**src/rtl/hazard_ctrl.sv**
```systemverilog
// hazard_ctrl: pipeline hazard and sequencing controller for the five-stage core.
// Produces per-cycle stall/flush commands for PC, IF/ID, ID/EX and EX/MEM from
// load-use hazards, EX-stage redirects and a multi-cycle MDU occupying EX.
//
// Ports:
//   clk, rst                  clock, synchronous active-high reset
//   rs1/rs2_id_i, *_used_id_i ID-stage source indices and read flags
//   *_ex_i, *_mem_i           EX / MEM stage valid, write, load flags and dest
//   redirect_ex_i             taken branch/jump resolved in EX
//   mdu_start_ex_i, mdu_done_i MDU first-EX-cycle marker and result valid
//   pc/ifid/idex_stall_o      hold commands (combinational)
//   ifid/idex/exmem_flush_o   bubble-insert commands (combinational)
//   mdu_timeout_o             one-cycle pulse on forced MDU release
//   loaduse/mdu_stall/flush_cnt_o  performance counters
//
// Optional feature: define PIPE_CTRL_PERF_EN to build the saturating
// performance counters; otherwise the counter outputs are tied to zero.

module hazard_ctrl #(
    parameter int unsigned MDU_TIMEOUT = 64
) (
    input  logic        clk,
    input  logic        rst,
    input  logic [4:0]  rs1_id_i,
    input  logic [4:0]  rs2_id_i,
    input  logic        rs1_used_id_i,
    input  logic        rs2_used_id_i,
    input  logic        instr_valid_ex_i,
    input  logic        rf_we_ex_i,
    input  logic        is_load_ex_i,
    input  logic [4:0]  wr_ex_i,
    input  logic        instr_valid_mem_i,
    input  logic        rf_we_mem_i,
    input  logic        is_load_mem_i,
    input  logic [4:0]  wr_mem_i,
    input  logic        redirect_ex_i,
    input  logic        mdu_start_ex_i,
    input  logic        mdu_done_i,
    output logic        pc_stall_o,
    output logic        ifid_stall_o,
    output logic        idex_stall_o,
    output logic        ifid_flush_o,
    output logic        idex_flush_o,
    output logic        exmem_flush_o,
    output logic        mdu_timeout_o,
    output logic [31:0] loaduse_cnt_o,
    output logic [31:0] mdu_stall_cnt_o,
    output logic [31:0] flush_cnt_o
);

    localparam int unsigned CW = $clog2(MDU_TIMEOUT);

    localparam logic [0:0] IDLE = 1'b0;
    localparam logic [0:0] BUSY = 1'b1;

    logic [0:0]    state_q, state_d;
    logic [CW-1:0] cnt_q, cnt_d;
    logic          mdu_stall;
    logic          timeout_c;
    logic          lu_raw;
    logic          lu;
    logic          rd;

    // Load-use detection: a used, non-zero source matching a load in EX or MEM.
    always_comb begin
        lu_raw = 1'b0;
        if (rs1_used_id_i && (rs1_id_i != 5'd0)) begin
            if (instr_valid_ex_i && rf_we_ex_i && is_load_ex_i && (wr_ex_i == rs1_id_i))
                lu_raw = 1'b1;
            if (instr_valid_mem_i && rf_we_mem_i && is_load_mem_i && (wr_mem_i == rs1_id_i))
                lu_raw = 1'b1;
        end
        if (rs2_used_id_i && (rs2_id_i != 5'd0)) begin
            if (instr_valid_ex_i && rf_we_ex_i && is_load_ex_i && (wr_ex_i == rs2_id_i))
                lu_raw = 1'b1;
            if (instr_valid_mem_i && rf_we_mem_i && is_load_mem_i && (wr_mem_i == rs2_id_i))
                lu_raw = 1'b1;
        end
    end

    // MDU state register.
    always_ff @(posedge clk) begin
        if (rst) begin
            state_q <= IDLE;
            cnt_q   <= '0;
        end else begin
            state_q <= state_d;
            cnt_q   <= cnt_d;
        end
    end

    // MDU next-state and stall/timeout decode.
    always_comb begin
        state_d   = state_q;
        cnt_d     = cnt_q;
        mdu_stall = 1'b0;
        timeout_c = 1'b0;
        case (state_q)
            IDLE: begin
                if (mdu_start_ex_i && !mdu_done_i) begin
                    mdu_stall = 1'b1;
                    state_d   = BUSY;
                    cnt_d     = '0;
                end
            end
            BUSY: begin
                if (mdu_done_i) begin
                    state_d = IDLE;
                end else if (cnt_q == CW'(MDU_TIMEOUT - 1)) begin
                    timeout_c = 1'b1;
                    state_d   = IDLE;
                end else begin
                    mdu_stall = 1'b1;
                    cnt_d     = cnt_q + CW'(1);
                end
            end
            default: state_d = IDLE;
        endcase
    end

    // Priority: MDU stall over redirect over load-use.
    assign rd = redirect_ex_i && !mdu_stall;
    assign lu = lu_raw && !mdu_stall && !redirect_ex_i;

    // Reset forces bubbles everywhere and releases every hold.
    assign pc_stall_o    = !rst && (mdu_stall || lu);
    assign ifid_stall_o  = !rst && (mdu_stall || lu);
    assign idex_stall_o  = !rst && mdu_stall;
    assign ifid_flush_o  = rst || rd;
    assign idex_flush_o  = rst || rd || lu;
    assign exmem_flush_o = rst || mdu_stall;
    assign mdu_timeout_o = !rst && timeout_c;

`ifdef PIPE_CTRL_PERF_EN
    logic [31:0] lu_cnt_q, mdu_cnt_q, fl_cnt_q;

    // Saturating event counters.
    always_ff @(posedge clk) begin
        if (rst) begin
            lu_cnt_q  <= '0;
            mdu_cnt_q <= '0;
            fl_cnt_q  <= '0;
        end else begin
            if (lu && (lu_cnt_q != 32'hFFFF_FFFF))
                lu_cnt_q <= lu_cnt_q + 32'd1;
            if (mdu_stall && (mdu_cnt_q != 32'hFFFF_FFFF))
                mdu_cnt_q <= mdu_cnt_q + 32'd1;
            if (rd && (fl_cnt_q != 32'hFFFF_FFFF))
                fl_cnt_q <= fl_cnt_q + 32'd1;
        end
    end

    assign loaduse_cnt_o   = lu_cnt_q;
    assign mdu_stall_cnt_o = mdu_cnt_q;
    assign flush_cnt_o     = fl_cnt_q;
`else
    assign loaduse_cnt_o   = 32'd0;
    assign mdu_stall_cnt_o = 32'd0;
    assign flush_cnt_o     = 32'd0;
`endif

endmodule
```
**config.mk**
```make
export PLATFORM = sky130hd
export DESIGN_NAME = hazard_ctrl
export DESIGN_NICKNAME = d
export VERILOG_FILES = /design/src/rtl/hazard_ctrl.sv
export SDC_FILE = /design/constraint.sdc
export NUM_CORES = 1
export LEC_CHECK = 0
export CAP_MARGIN = 0
export CELL_PAD_IN_SITES_DETAIL_PLACEMENT = 0
export CELL_PAD_IN_SITES_GLOBAL_PLACEMENT = 2
export CORE_MARGIN = 2
export CORE_UTILIZATION = 15
export CTS_BUF_LIST = sky130_fd_sc_hd__clkbuf_16
export DETAILED_ROUTE_END_ITERATION = 10
export PLACE_DENSITY_LB_ADDON = 0.1
export SLEW_MARGIN = 20
export SYNTH_ARGS = -nofsm -noshare
export SYNTH_HDL_FRONTEND = slang
export SYNTH_SLANG_ARGS = --single-unit
```
**constraint.sdc**
```tcl
create_clock -name clk -period 4.5 [get_ports clk]
set_input_delay 0.675 -clock clk [delete_from_list [all_inputs] [get_ports clk]]
set_output_delay 0.675 -clock clk [all_outputs]
set_load 0.005 [all_outputs]
```
==> summary by stage <==
Run status
The flow ran to the end, and the final reports show no timing, DRC or antenna violations.

Critical path
The required time at the endpoint of the critical path is 3.83 ns. The largest driver fanout on the critical path is 3. In this run the critical register-to-register path is launched from cnt_q[0]. STA classifies the critical path startpoint as an input port. STA classifies the critical path endpoint as a primary output.

The slack of the worst reg-to-reg path is 3.00 ns. The capture instance of the worst register-to-register path is cnt_q[0]. The last element of the critical path is idex_flush_o.

For the worst setup path, the data arrival time is 2.73 ns. The kind of critical path is in2out. The depth of the worst register-to-register path is 4.

The critical path launch point is rs1_id_i[3].

Clock tree
The clock slew at the register clock pins of the worst setup and hold paths is 0.04 ns. For this design, the sink count on the clock tree is 7. Clock latency on the worst-skew pair, taken at its later pin, is 0.23 ns. TritonCTS built the clock tree. The number of setup buffers added after CTS is 0. In this run, post-CTS hold repair placed 0 buffers.

CTS placed an instance of sky130_fd_sc_hd__clkbuf_16 at the clock tree root. In this run, CTS created clock tree buffers numbering 3. Gates resized during post-CTS repair numbered 0. In this run the number of H-tree levels came out at 1.

The clock passes through at most 2 buffers.

Cells and area
Leaving out fill and tap cells, the most frequent cells in the layout are sky130_fd_sc_hd__conb_1 (96), sky130_fd_sc_hd__clkdlybuf4s50_1 (39), sky130_fd_sc_hd__xor2_1 (23). Registers take 140 um2. The multi-input combinational cells in the finished layout cover a total of 877 um2.

In the final design database the tool counted 253 nets. The number of antenna diodes in the final layout is 0. The area overhead of the layout relative to synthesis is 16.6%. The library cell used most frequently in the layout, excluding fill and tap cells, is sky130_fd_sc_hd__conb_1. The proportion of layout cells with a drive suffix above 1 is 5.50%.

The filler cells instantiated in the layout total 1,042.

Pwr
Of the total power, combinational logic draws 29.6%. The internal power of the cells totals 222 uW. Net switching is 27.6% of the power. The peak supply drop is 0.0716 mV. Summing internal, switching and leakage power gives 307 uW.

The total net switching power is 84.9 uW. The fraction of power consumed by sequential logic is 20.9%. The standby leakage power is 0.756 nW.

For this design the ratio of total power to cell area is 188 nW/um2. Per report_power, the clock group accounts for 49.5% of the total.

STA
Setup repair after global routing left no endpoint under its margin. The final hold violation count came to 0. After layout, the worst path uses 75.6% of the clock period. The headroom to the max-slew limit is 66.2%. The maximum achievable frequency is 294 MHz.

After layout, the minimum clock period comes to 3.40 ns. For the pin with the worst max-slew slack, the measured transition is 0.501 ns. The total negative slack for setup checks is 0 ns.

The number of pins exceeding their max-slew limit in the final report came to 0. Setup violations remaining at the end of the flow were counted as 0. The worst clock skew is 0.000363 ns.

Synth
For this run, asynchronously set or reset flops after synthesis account for 0%. The most used flip-flop cell after synthesis is sky130_fd_sc_hd__dfxtp_1. After synthesis the netlist holds a flip-flop and latch count of 7.

The post-synthesis area per instance is 7.89 um2. Synthesis instantiated 33 different standard cells from the library. The instance count of the mapped netlist is 178. The post-synthesis instance area is 1400 um2.

The share of the Yosys chip area taken by registers is 9.98%. The number of enable-type register cells in the synthesized netlist is 0. The number of warning messages in the yosys log is 0.

Floorplanning
In this run the core area contains 35 standard-cell rows. The floorplan step defined a core boundary enclosing 9150 um2. For this configuration, the core starts out at a cell density of 15.3%. The area enclosed by the die boundary is 10,100 um2.

The die span in x is 101 um. The number of primary I/O pins is 136. The height of the die is 101 um.

Drt
The sum of routed wire length over all layers is 2850 um. In this run, the number of DRC markers left after iteration 0 of detailed routing was 5. The wire length per cell after detailed routing is 8.65 um.

The DRC violation count after routing is 0. For this block, the via count after detailed routing is 973. The number of nets with antenna violations after detailed routing is 0.

The number of search-and-repair iterations in the first detailed-routing pass is 2. In the routed layout, each cell is associated on average with a via count of 2.96.

GRT
The initial antenna violation count is 0. The first global-routing pass estimated 4170 um of wire. The via count of the first global-routing pass is 835. The overall track demand over capacity in global routing is 5.29%. Entering global routing, the biggest net connects 9 pins. The total overflow left after global routing is 0.

Place
At the end of routability-driven placement, the weighted congestion stood at 0.651. The wire-length estimate of the detail-placed layout is 2590 um. Port buffering added 39 buffers.

Worst hold path
The class of the most critical hold timing path is reg2reg.

Flow run
Across the run, the number of max-cap violations was 0.
-- registers in the layout, summed over array words and instances, names as in the netlist --
| name | cells |
|---|---|
| state_q | 1 |
| cnt_q | 6 |
-- power groups by stage --
stage | clock (mW) | combinational, mW | sequential (mW)
floorplan | 0 | 0.104 | 0.0649
global placement | 0 | 0.0924 | 0.0654
detailed placement | 0 | 0.0906 | 0.0651
CTS | 0.153 | 0.0911 | 0.0642
global route | 0.156 | 0.104 | 0.0643
finish | 0.152 | 0.0908 | 0.0642
-- worst min-delay path by stage --
stage	startpoint	to	slack [ns]	depth (start not counted)
4_1_cts	cnt_q[2]	cnt_q[2]	0.51	2
3_5_place_dp	cnt_q[4]	cnt_q[4]	0.50	2
5_1_grt	cnt_q[2]	cnt_q[2]	0.53	2
3_3_place_gp	cnt_q[4]	cnt_q[4]	0.50	2
2_1_floorplan	cnt_q[2]	cnt_q[2]	0.46	2
6_report	cnt_q[2]	cnt_q[2]	0.51	2
-- cell type report --
class / count / area share, %
flip-flops and latches: 7 / 8.56
clock inverters: 1 / 0.229
well taps: 111 / 8.49
repair buffers: 39 / 23.9
inverters: 3 / 0.688
clock buffers: 3 / 4.59
multi-input cells: 165 / 53.6
-- cells by family after synthesis --
logic type | synth area share (%)
multiplexers | 0.802
adder cells (fa/ha/maj) | 0.891
AND/OR/NAND/NOR | 12.1
other | 0.267
AO/OA/AOI/OAI | 8.65
flip-flops | 9.98
XOR/XNOR | 14.3
buffers and inverters | 52.9
-- synthesized netlist by cell type (2+ instances only) --
master,instances,area (um2)
sky130_fd_sc_hd__nand4_1,4,25.0
sky130_fd_sc_hd__a21oi_1,2,10.0
sky130_fd_sc_hd__nand3_1,2,10.0
sky130_fd_sc_hd__inv_1,3,11.3
sky130_fd_sc_hd__dfxtp_1,7,140
sky130_fd_sc_hd__o21ai_0,2,10.0
sky130_fd_sc_hd__nor3_1,2,10.0
sky130_fd_sc_hd__buf_4,97,728
sky130_fd_sc_hd__nor2_1,10,37.5
sky130_fd_sc_hd__xor2_1,23,201
sky130_fd_sc_hd__nor4_1,3,18.8
sky130_fd_sc_hd__o21ai_2,2,17.5
-- per-layer routing --
metal | global-route usage (%) | share of wire, %
met1 | 5.46 | 36
met2 | 9.49 | 51
met3 | 2.08 | 11
met4 | 2.21 | 1.6
met5 | 0 | 0
-- worst max-delay path, stage by stage --
cell and delay, ns:
sky130_fd_sc_hd__clkdlybuf4s50_1 0.49, sky130_fd_sc_hd__xor2_1 0.20, sky130_fd_sc_hd__nor4_1 0.32, sky130_fd_sc_hd__a22oi_1 0.15
sky130_fd_sc_hd__o22a_1 0.23, sky130_fd_sc_hd__a21oi_1 0.14, sky130_fd_sc_hd__clkdlybuf4s50_1 0.53
-- metrics by stage --
stage	std cells	instance area [um2]	util, %	setup WS [ns]	hold WS [ns]
2_1_floorplan	273	1760	-	2.09	0.462
3_3_place_gp	325	1560	17.0	1.06	0.501
3_5_place_dp	325	1560	17.0	1.05	0.501
4_1_cts	329	1640	17.9	1.05	0.507
5_1_grt	329	1640	17.9	0.918	0.527
6_report	329	1640	17.9	1.10	0.507
Note: power is estimated with default switching activity, not from simulation.
